===== src/rtl/ahb_master_seq_if.sv =====
// AHB master-side signal bundle for ahb_master_seq: arbitration, address/control, data.
interface ahb_master_seq_if #(
  parameter int unsigned ADDR_W = 32,
  parameter int unsigned DATA_W = 32
);
  logic              HBUSREQ;
  logic              HGRANT;
  logic              HREADY;
  logic [1:0]        HRESP;
  logic [DATA_W-1:0] HRDATA;
  logic [ADDR_W-1:0] HADDR;
  logic [1:0]        HTRANS;
  logic              HWRITE;
  logic [2:0]        HSIZE;
  logic [2:0]        HBURST;
  logic [DATA_W-1:0] HWDATA;

  modport master (
    output HBUSREQ, HADDR, HTRANS, HWRITE, HSIZE, HBURST, HWDATA,
    input  HGRANT, HREADY, HRESP, HRDATA
  );

  modport slave (
    input  HBUSREQ, HADDR, HTRANS, HWRITE, HSIZE, HBURST, HWDATA,
    output HGRANT, HREADY, HRESP, HRDATA
  );
endinterface


===== src/rtl/ahb_master_seq.sv =====
// Command-FIFO to AHB sequencer: pops beats, drives pipelined INCR word bursts, rewinds on RETRY/SPLIT.
// Optional read-data capture is enabled by defining AHB_MSEQ_RDATA_EN.
module ahb_master_seq #(
  parameter int unsigned ADDR_W = 32,
  parameter int unsigned DATA_W = 32
) (
  input  logic                       HCLK,
  input  logic                       HRESETn,
  input  logic                       fifo_empty,
  input  logic [ADDR_W+DATA_W+2:0]   fifo_dataout,
  output logic                       fifo_readen,
  output logic                       fifo_tail_back,
  output logic [4:0]                 fifo_back_length,
  ahb_master_seq_if.master           bus,
  output logic [DATA_W-1:0]          rd_data,
  output logic                       rd_valid,
  output logic                       err_pulse,
  output logic                       busy
);
  localparam int unsigned ENTRY_W = ADDR_W + DATA_W + 3;
  localparam int unsigned B_LAST  = ENTRY_W - 1;
  localparam int unsigned B_FIRST = ENTRY_W - 2;
  localparam int unsigned B_WRITE = ENTRY_W - 3;

  typedef enum logic [1:0] {S_IDLE, S_REQ, S_XFER, S_RESP2} state_e;
  typedef enum logic [1:0] {HT_IDLE = 2'b00, HT_BUSY = 2'b01, HT_NONSEQ = 2'b10, HT_SEQ = 2'b11} htrans_e;
  typedef enum logic [1:0] {RSP_OKAY = 2'b00, RSP_ERROR = 2'b01, RSP_RETRY = 2'b10, RSP_SPLIT = 2'b11} hresp_e;

  state_e             state_q, state_d;
  logic               bypass_q;
  logic               hold_v_q;
  logic [ENTRY_W-1:0] hold_q;
  logic               last_q;
  logic               first_q;
  logic               dp_v_q;
  logic               dp_write_q;
  logic [DATA_W-1:0]  hwdata_q;
  logic               err_q;

  logic [ENTRY_W-1:0] cur_beat;
  logic               cur_v;
  logic               cur_last;
  logic               prev_last;
  logic               resp_bad1;
  logic               rewind1;
  logic               accept;
  logic [1:0]         inflight;
  logic               unused_bits;

  // The slot is the freshly popped FIFO word when one arrived this cycle, else the hold register.
  assign cur_beat  = bypass_q ? fifo_dataout : hold_q;
  assign cur_v     = bypass_q | hold_v_q;
  assign cur_last  = cur_beat[B_LAST];
  assign prev_last = bypass_q ? fifo_dataout[B_LAST] : last_q;
  assign resp_bad1 = dp_v_q & ~bus.HREADY & (bus.HRESP != RSP_OKAY);
  assign rewind1   = dp_v_q & ~bus.HREADY &
                     ((bus.HRESP == RSP_RETRY) | (bus.HRESP == RSP_SPLIT));
  assign accept    = (state_q == S_XFER) & cur_v & bus.HREADY & bus.HGRANT;
  assign inflight  = {1'b0, cur_v} + {1'b0, dp_v_q};

  always_ff @(posedge HCLK or negedge HRESETn) begin
    if (!HRESETn) state_q <= S_IDLE;
    else          state_q <= state_d;
  end

  always_comb begin
    state_d        = state_q;
    bus.HBUSREQ    = 1'b0;
    bus.HTRANS     = HT_IDLE;
    fifo_tail_back = 1'b0;
    fifo_readen    = 1'b0;
    unique case (state_q)
      S_IDLE: begin
        if (rewind1)                      state_d = S_RESP2;
        else if (!fifo_empty || hold_v_q) state_d = S_REQ;
      end
      S_REQ: begin
        bus.HBUSREQ = 1'b1;
        if (rewind1)                          state_d = S_RESP2;
        else if (bus.HGRANT && bus.HREADY)    state_d = S_XFER;
      end
      S_XFER: begin
        bus.HBUSREQ = 1'b1;
        if (cur_v && !rewind1) bus.HTRANS = first_q ? HT_NONSEQ : HT_SEQ;
        if (rewind1)                          state_d = S_RESP2;
        else if (bus.HREADY && !bus.HGRANT)   state_d = S_REQ;
        else if (accept && cur_last)          state_d = S_IDLE;
      end
      S_RESP2: begin
        bus.HBUSREQ    = 1'b1;
        fifo_tail_back = 1'b1;
        state_d        = S_REQ;
      end
      default: state_d = S_IDLE;
    endcase
    if ((state_q == S_REQ || state_q == S_XFER) && !fifo_empty && !resp_bad1 &&
        !prev_last && (!cur_v || accept))
      fifo_readen = 1'b1;
  end

  always_ff @(posedge HCLK or negedge HRESETn) begin
    if (!HRESETn) begin
      bypass_q   <= 1'b0;
      hold_v_q   <= 1'b0;
      hold_q     <= '0;
      last_q     <= 1'b0;
      first_q    <= 1'b1;
      dp_v_q     <= 1'b0;
      dp_write_q <= 1'b0;
      hwdata_q   <= '0;
      err_q      <= 1'b0;
    end else begin
      bypass_q <= fifo_readen;
      err_q    <= dp_v_q & ~bus.HREADY & (bus.HRESP == RSP_ERROR);
      first_q  <= (state_q != S_XFER) ? 1'b1 : (accept ? 1'b0 : first_q);
      if (state_q == S_RESP2 || (accept && cur_last)) last_q <= 1'b0;
      else if (bypass_q)                              last_q <= fifo_dataout[B_LAST];
      // Rewind discards both the slot and the pending data phase; the FIFO replays them.
      if (state_q == S_RESP2) begin
        hold_v_q <= 1'b0;
        dp_v_q   <= 1'b0;
      end else begin
        hold_v_q <= cur_v & ~accept;
        if (cur_v && !accept) hold_q <= cur_beat;
        if (bus.HREADY) begin
          dp_v_q <= accept;
          if (accept) begin
            dp_write_q <= cur_beat[B_WRITE];
            hwdata_q   <= cur_beat[DATA_W-1:0];
          end
        end
      end
    end
  end

  assign bus.HADDR        = cur_v ? cur_beat[DATA_W +: ADDR_W] : '0;
  assign bus.HWRITE       = cur_v & cur_beat[B_WRITE];
  assign bus.HWDATA       = hwdata_q;
  assign bus.HSIZE        = 3'b010;
  assign bus.HBURST       = 3'b001;
  assign fifo_back_length = {3'b000, inflight};
  assign err_pulse        = err_q;
  assign busy             = (state_q != S_IDLE) | (inflight != 2'd0);

`ifdef AHB_MSEQ_RDATA_EN
  always_ff @(posedge HCLK or negedge HRESETn) begin
    if (!HRESETn) begin
      rd_valid <= 1'b0;
      rd_data  <= '0;
    end else begin
      rd_valid <= dp_v_q & bus.HREADY & ~dp_write_q & (bus.HRESP == RSP_OKAY);
      if (dp_v_q && bus.HREADY && !dp_write_q && bus.HRESP == RSP_OKAY)
        rd_data <= bus.HRDATA;
    end
  end
  assign unused_bits = cur_beat[B_FIRST];
`else
  assign rd_valid    = 1'b0;
  assign rd_data     = '0;
  assign unused_bits = ^{cur_beat[B_FIRST], dp_write_q, bus.HRDATA};
`endif
endmodule


===== src/flat_wrapper.sv =====
// flat-port wrapper written by rule: the top's interface ports become plain ports
module ahb_master_seq_flat 
#(
  parameter int unsigned ADDR_W = 32,
  parameter int unsigned DATA_W = 32
)
  (HCLK, HRESETn, fifo_empty, fifo_dataout, fifo_readen, fifo_tail_back, fifo_back_length, rd_data, rd_valid, err_pulse, busy, bus_HBUSREQ, bus_HADDR, bus_HTRANS, bus_HWRITE, bus_HSIZE, bus_HBURST, bus_HWDATA, bus_HGRANT, bus_HREADY, bus_HRESP, bus_HRDATA);
  ahb_master_seq_if #(.ADDR_W(ADDR_W), .DATA_W(DATA_W)) bus_i ();
  input  logic HCLK;
  input  logic HRESETn;
  input  logic fifo_empty;
  input  logic [ADDR_W+DATA_W+2:0] fifo_dataout;
  output logic fifo_readen;
  output logic fifo_tail_back;
  output logic [4:0] fifo_back_length;
  output logic [DATA_W-1:0] rd_data;
  output logic rd_valid;
  output logic err_pulse;
  output logic busy;
  output wire logic [$bits(bus_i.HBUSREQ)-1:0] bus_HBUSREQ;
  output wire logic [$bits(bus_i.HADDR)-1:0] bus_HADDR;
  output wire logic [$bits(bus_i.HTRANS)-1:0] bus_HTRANS;
  output wire logic [$bits(bus_i.HWRITE)-1:0] bus_HWRITE;
  output wire logic [$bits(bus_i.HSIZE)-1:0] bus_HSIZE;
  output wire logic [$bits(bus_i.HBURST)-1:0] bus_HBURST;
  output wire logic [$bits(bus_i.HWDATA)-1:0] bus_HWDATA;
  input wire logic [$bits(bus_i.HGRANT)-1:0] bus_HGRANT;
  input wire logic [$bits(bus_i.HREADY)-1:0] bus_HREADY;
  input wire logic [$bits(bus_i.HRESP)-1:0] bus_HRESP;
  input wire logic [$bits(bus_i.HRDATA)-1:0] bus_HRDATA;
  assign bus_HBUSREQ = bus_i.HBUSREQ;
  assign bus_HADDR = bus_i.HADDR;
  assign bus_HTRANS = bus_i.HTRANS;
  assign bus_HWRITE = bus_i.HWRITE;
  assign bus_HSIZE = bus_i.HSIZE;
  assign bus_HBURST = bus_i.HBURST;
  assign bus_HWDATA = bus_i.HWDATA;
  assign bus_i.HGRANT = bus_HGRANT;
  assign bus_i.HREADY = bus_HREADY;
  assign bus_i.HRESP = bus_HRESP;
  assign bus_i.HRDATA = bus_HRDATA;
  ahb_master_seq #(.ADDR_W(ADDR_W), .DATA_W(DATA_W)) u_core (.HCLK(HCLK), .HRESETn(HRESETn), .fifo_empty(fifo_empty), .fifo_dataout(fifo_dataout), .fifo_readen(fifo_readen), .fifo_tail_back(fifo_tail_back), .fifo_back_length(fifo_back_length), .bus(bus_i), .rd_data(rd_data), .rd_valid(rd_valid), .err_pulse(err_pulse), .busy(busy));
endmodule

===== config.mk =====
export PLATFORM = sky130hd
export DESIGN_NAME = ahb_master_seq_flat
export DESIGN_NICKNAME = d
export VERILOG_FILES = /design/src/rtl/ahb_master_seq_if.sv /design/src/rtl/ahb_master_seq.sv /design/src/flat_wrapper.sv
export SDC_FILE = /design/constraint.sdc
export NUM_CORES = 1
export LEC_CHECK = 0
export ABC_AREA = 0
export CAP_MARGIN = 20
export CORE_ASPECT_RATIO = 0.6
export CORE_MARGIN = 2
export CORE_UTILIZATION = 61
export CTS_BUF_LIST = sky130_fd_sc_hd__clkbuf_8 sky130_fd_sc_hd__clkbuf_16
export DETAILED_ROUTE_END_ITERATION = 6
export DONT_BUFFER_PORTS = 1
export PLACE_DENSITY = 0.86
export SETUP_SLACK_MARGIN = 0.4
export SLEW_MARGIN = 10
export SYNTH_ARGS = -nofsm -noshare
export SYNTH_HDL_FRONTEND = slang
export SYNTH_SLANG_ARGS = --single-unit

===== constraint.sdc =====
create_clock -name HCLK -period 2.69 [get_ports HCLK]
set_input_delay 0.538 -clock HCLK [delete_from_list [all_inputs] [get_ports HCLK]]
set_output_delay 0.538 -clock HCLK [all_outputs]
set_load 0.05 [all_outputs]

==> impl_metrics.json <==
{
  "grt_pass1_vias": 3442,
  "maxSlewViolCount": 0,
  "seq_area_frac_synth_pct": 51.5,
  "nFillCells": 528,
  "rows": 25,
  "hold_violations": 105,
  "fin_cells": 603,
  "io_buffers": 0,
  "yosys_register_bits": 106,
  "synth_cell_types": 34,
  "vias_per_cell": 5.61,
  "grt_max_degree": 107,
  "wl_per_cell_um": 18.6,
  "nets": 603,
  "tightest_slew_ps": 556,
  "cts.sinks": 106,
  "post-dp-hpwl_um": 7790,
  "initial_core_util_pct": 64.2,
  "core_um2": 8040,
  "grt_pass1_wl_um": 17100,
  "setup_tns_ps": 0,
  "dr.pass1.iters": 4,
  "n_antenna_cell": 0,
  "fin_area_um2": 6100,
  "drc_errors": 0,
  "worstSetupPathType": "reg2out",
  "fin_crit_sh_pct": 85.1,
  "setup_violations": 0,
  "die_w_um": 123,
  "seqCellArea_um2": 2660,
  "syn_area_per_cell_um2": 11.4,
  "routed_wl_um": 11200,
  "antenna_found_initial": 0,
  "grtUsageTotal_pct": 24.3,
  "antenna_left": 0,
  "min_path_type": "in2async",
  "dp_cells": 573,
  "clock_path_buffers": 2,
  "num_io_pins": 222,
  "rsz0062_at_grt": "yes",
  "period_minus_slack_ps": 2290,
  "status": "finished, violations left",
  "crit_arrival_ps": 1750,
  "final_util_pct": 75.9,
  "grt_overflow": 0,
  "endpoint_kind": "output port",
  "placed_area_um2": 5650,
  "maxSlewHeadroom_pct": 62.9,
  "required_ps": 2150,
  "cts_buffers": 9,
  "syn_inst": 451,
  "worst_skew_pair.late_latency_ps": 330,
  "skew_ps": 8.21,
  "place_congestion": 0.882,
  "clk_pin_slew_worst_paths_ps": 70,
  "yosys_warnings": 0,
  "cts_root_buf": "clkbuf_16",
  "holdWs_ps": -111,
  "drive_gt1_share_pct": 24.8,
  "tritoncts": "yes",
  "drt_iter0_markers": 162,
  "htree_levels": 3,
  "die_area_um2": 9230,
  "post_synth_instance_area_um2": 5160,
  "violations": "negative hold slack",
  "fmax_mhz": 437,
  "multi_input_area_um2": 2190,
  "cp-start-kind": "flip-flop",
  "dieHeight_um": 75.2,
  "vias": 3384,
  "critPathMaxFanout": 5,
  "maxCapViolCount": 0,
  "area_growth_pct": 18.3
}
-- routing by layer --
layer / wire length, um / GRT usage [%] / share of wire (%) / vias to the layer above
met2: 5550 / 40.0 / 50 / 133
met4: 68 / 6.26 / 0.61 / 0
met3: 1110 / 10.2 / 9.9 / 8
met1: 4470 / 30.3 / 40 / 1685
li1: - / - / - / 1558
met5: 0 / 0 / 0 / -
-- cells by family (layout without fill, tap and decap cells) --
kind of cell | count (synthesis) | count (layout) | share of synthesized area, %
adders and majority gates | 7 | 7 | 1.70
buffers and inverters | 81 | 85 | 9.70
other | 2 | 42 | 0.146
DFF | 106 | 106 | 51.5
muxes | 97 | 97 | 20.4
and+or+nand+nor | 78 | 78 | 6.50
AOI/OAI and AO/OA | 80 | 80 | 10.1
-- final timing paths --
check	start	to	slack, ps	cells after the start
max	u_core.state_q[0]	fifo_readen	400	5
min	HRESETn	u_core.hold_q[18]	-110	0
max reg2reg	u_core.state_q[1]	u_core.hold_q[23]	620	6
min reg2reg	u_core.hold_q[14]	u_core.hold_q[14]	490	1
max in group asynchronous	HRESETn	u_core.first_q	2580	0
min in group HCLK	bus_HRESP[1]	u_core.err_pulse	270	1
-- what timing repair did --
action,4_1_cts,5_1_grt
resized for setup,6,2
endpoints found under the hold margin,105,105
buffers inserted,7,7
pin swaps,2,3
endpoints found under the setup margin,34,3
-- registers in the layout, indices dropped and copies added (netlist names) --
register           count
u_core.err_pulse       1
u_core.last_q          1
u_core.dp_v_q          1
u_core.hold_v_q        1
u_core.state_q         2
u_core.first_q         1
u_core.hold_q         66
u_core.bus.HWDATA     32
u_core.bypass_q        1
-- critical path: stages, from the launching register on --
cell      delay (ps)
dfrtp_1          430
inv_2            130
ha_4             170
nand4_1          170
a221oi_2         310
buf_6            200
-- Yosys cell counts --
library cell | count | area [um^2]
o31ai_1 | 1 | 7.51
inv_1 | 10 | 37.5
buf_2 | 10 | 50.1
or2_2 | 3 | 18.8
dfstp_2 | 1 | 26.3
o21ai_0 | 46 | 230
and3_1 | 1 | 6.26
a22o_1 | 23 | 201
a21oi_1 | 2 | 10.0
buf_6 | 3 | 33.8
nand2b_1 | 3 | 18.8
nand2_1 | 58 | 218
and4_1 | 1 | 8.76
nor3_2 | 1 | 10.0
ha_1 | 7 | 87.6
o211ai_1 | 1 | 7.51
nor4_1 | 1 | 6.26
dfrtp_1 | 105 | 2630
mux2_2 | 37 | 417
a221oi_1 | 3 | 26.3
o221ai_1 | 1 | 8.76
o2111a_1 | 1 | 11.3
clkbuf_1 | 15 | 56.3
nor2_1 | 5 | 18.8
mux2_1 | 28 | 315
nand4_1 | 1 | 6.26
o2111ai_1 | 1 | 8.76
mux2i_1 | 32 | 320
nor2b_1 | 1 | 6.26
conb_1 | 2 | 7.51
buf_4 | 43 | 323
nor3b_1 | 1 | 7.51
o311ai_1 | 1 | 8.76
nor3_1 | 2 | 10.0
-- per-stage QoR --
| stage | setup WS (ps) | hold slack [ps] |
|---|---|---|
| 2_1_floorplan | 352 | 242 |
| 3_3_place_gp | 524 | 244 |
| 3_5_place_dp | 486 | 244 |
| 4_1_cts | 412 | -116 |
| 5_1_grt | 298 | -132 |
| 6_report | 401 | -111 |
-- cells in the final DEF (no fill, tap or decap), drive strengths merged, types with 2 or more instances in the layout --
master  count
nand2      58
nand2b      3
buf        59
or2         3
inv        14
ha          7
o21ai      46
nor2        5
mux2       65
nor3        3
mux2i      32
conb       42
dfrtp     105
clkbuf      9
a22o       23
a221oi      3
bufinv      2
a21oi       2
-- cell type report --
cell class	instances	share of cell area (%)
Timing Repair Buffer	59	12.5
Multi-Input combinational cell	304	35.9
Tap cell	108	2.21
Inverter	10	0.615
Sequential cell	106	43.6
Clock inverter	7	1.44
Clock buffer	9	3.69
Power is left out: the tool's default activity adds up to more than one toggle a clock period on the data nets, which glitch-free logic cannot reach.
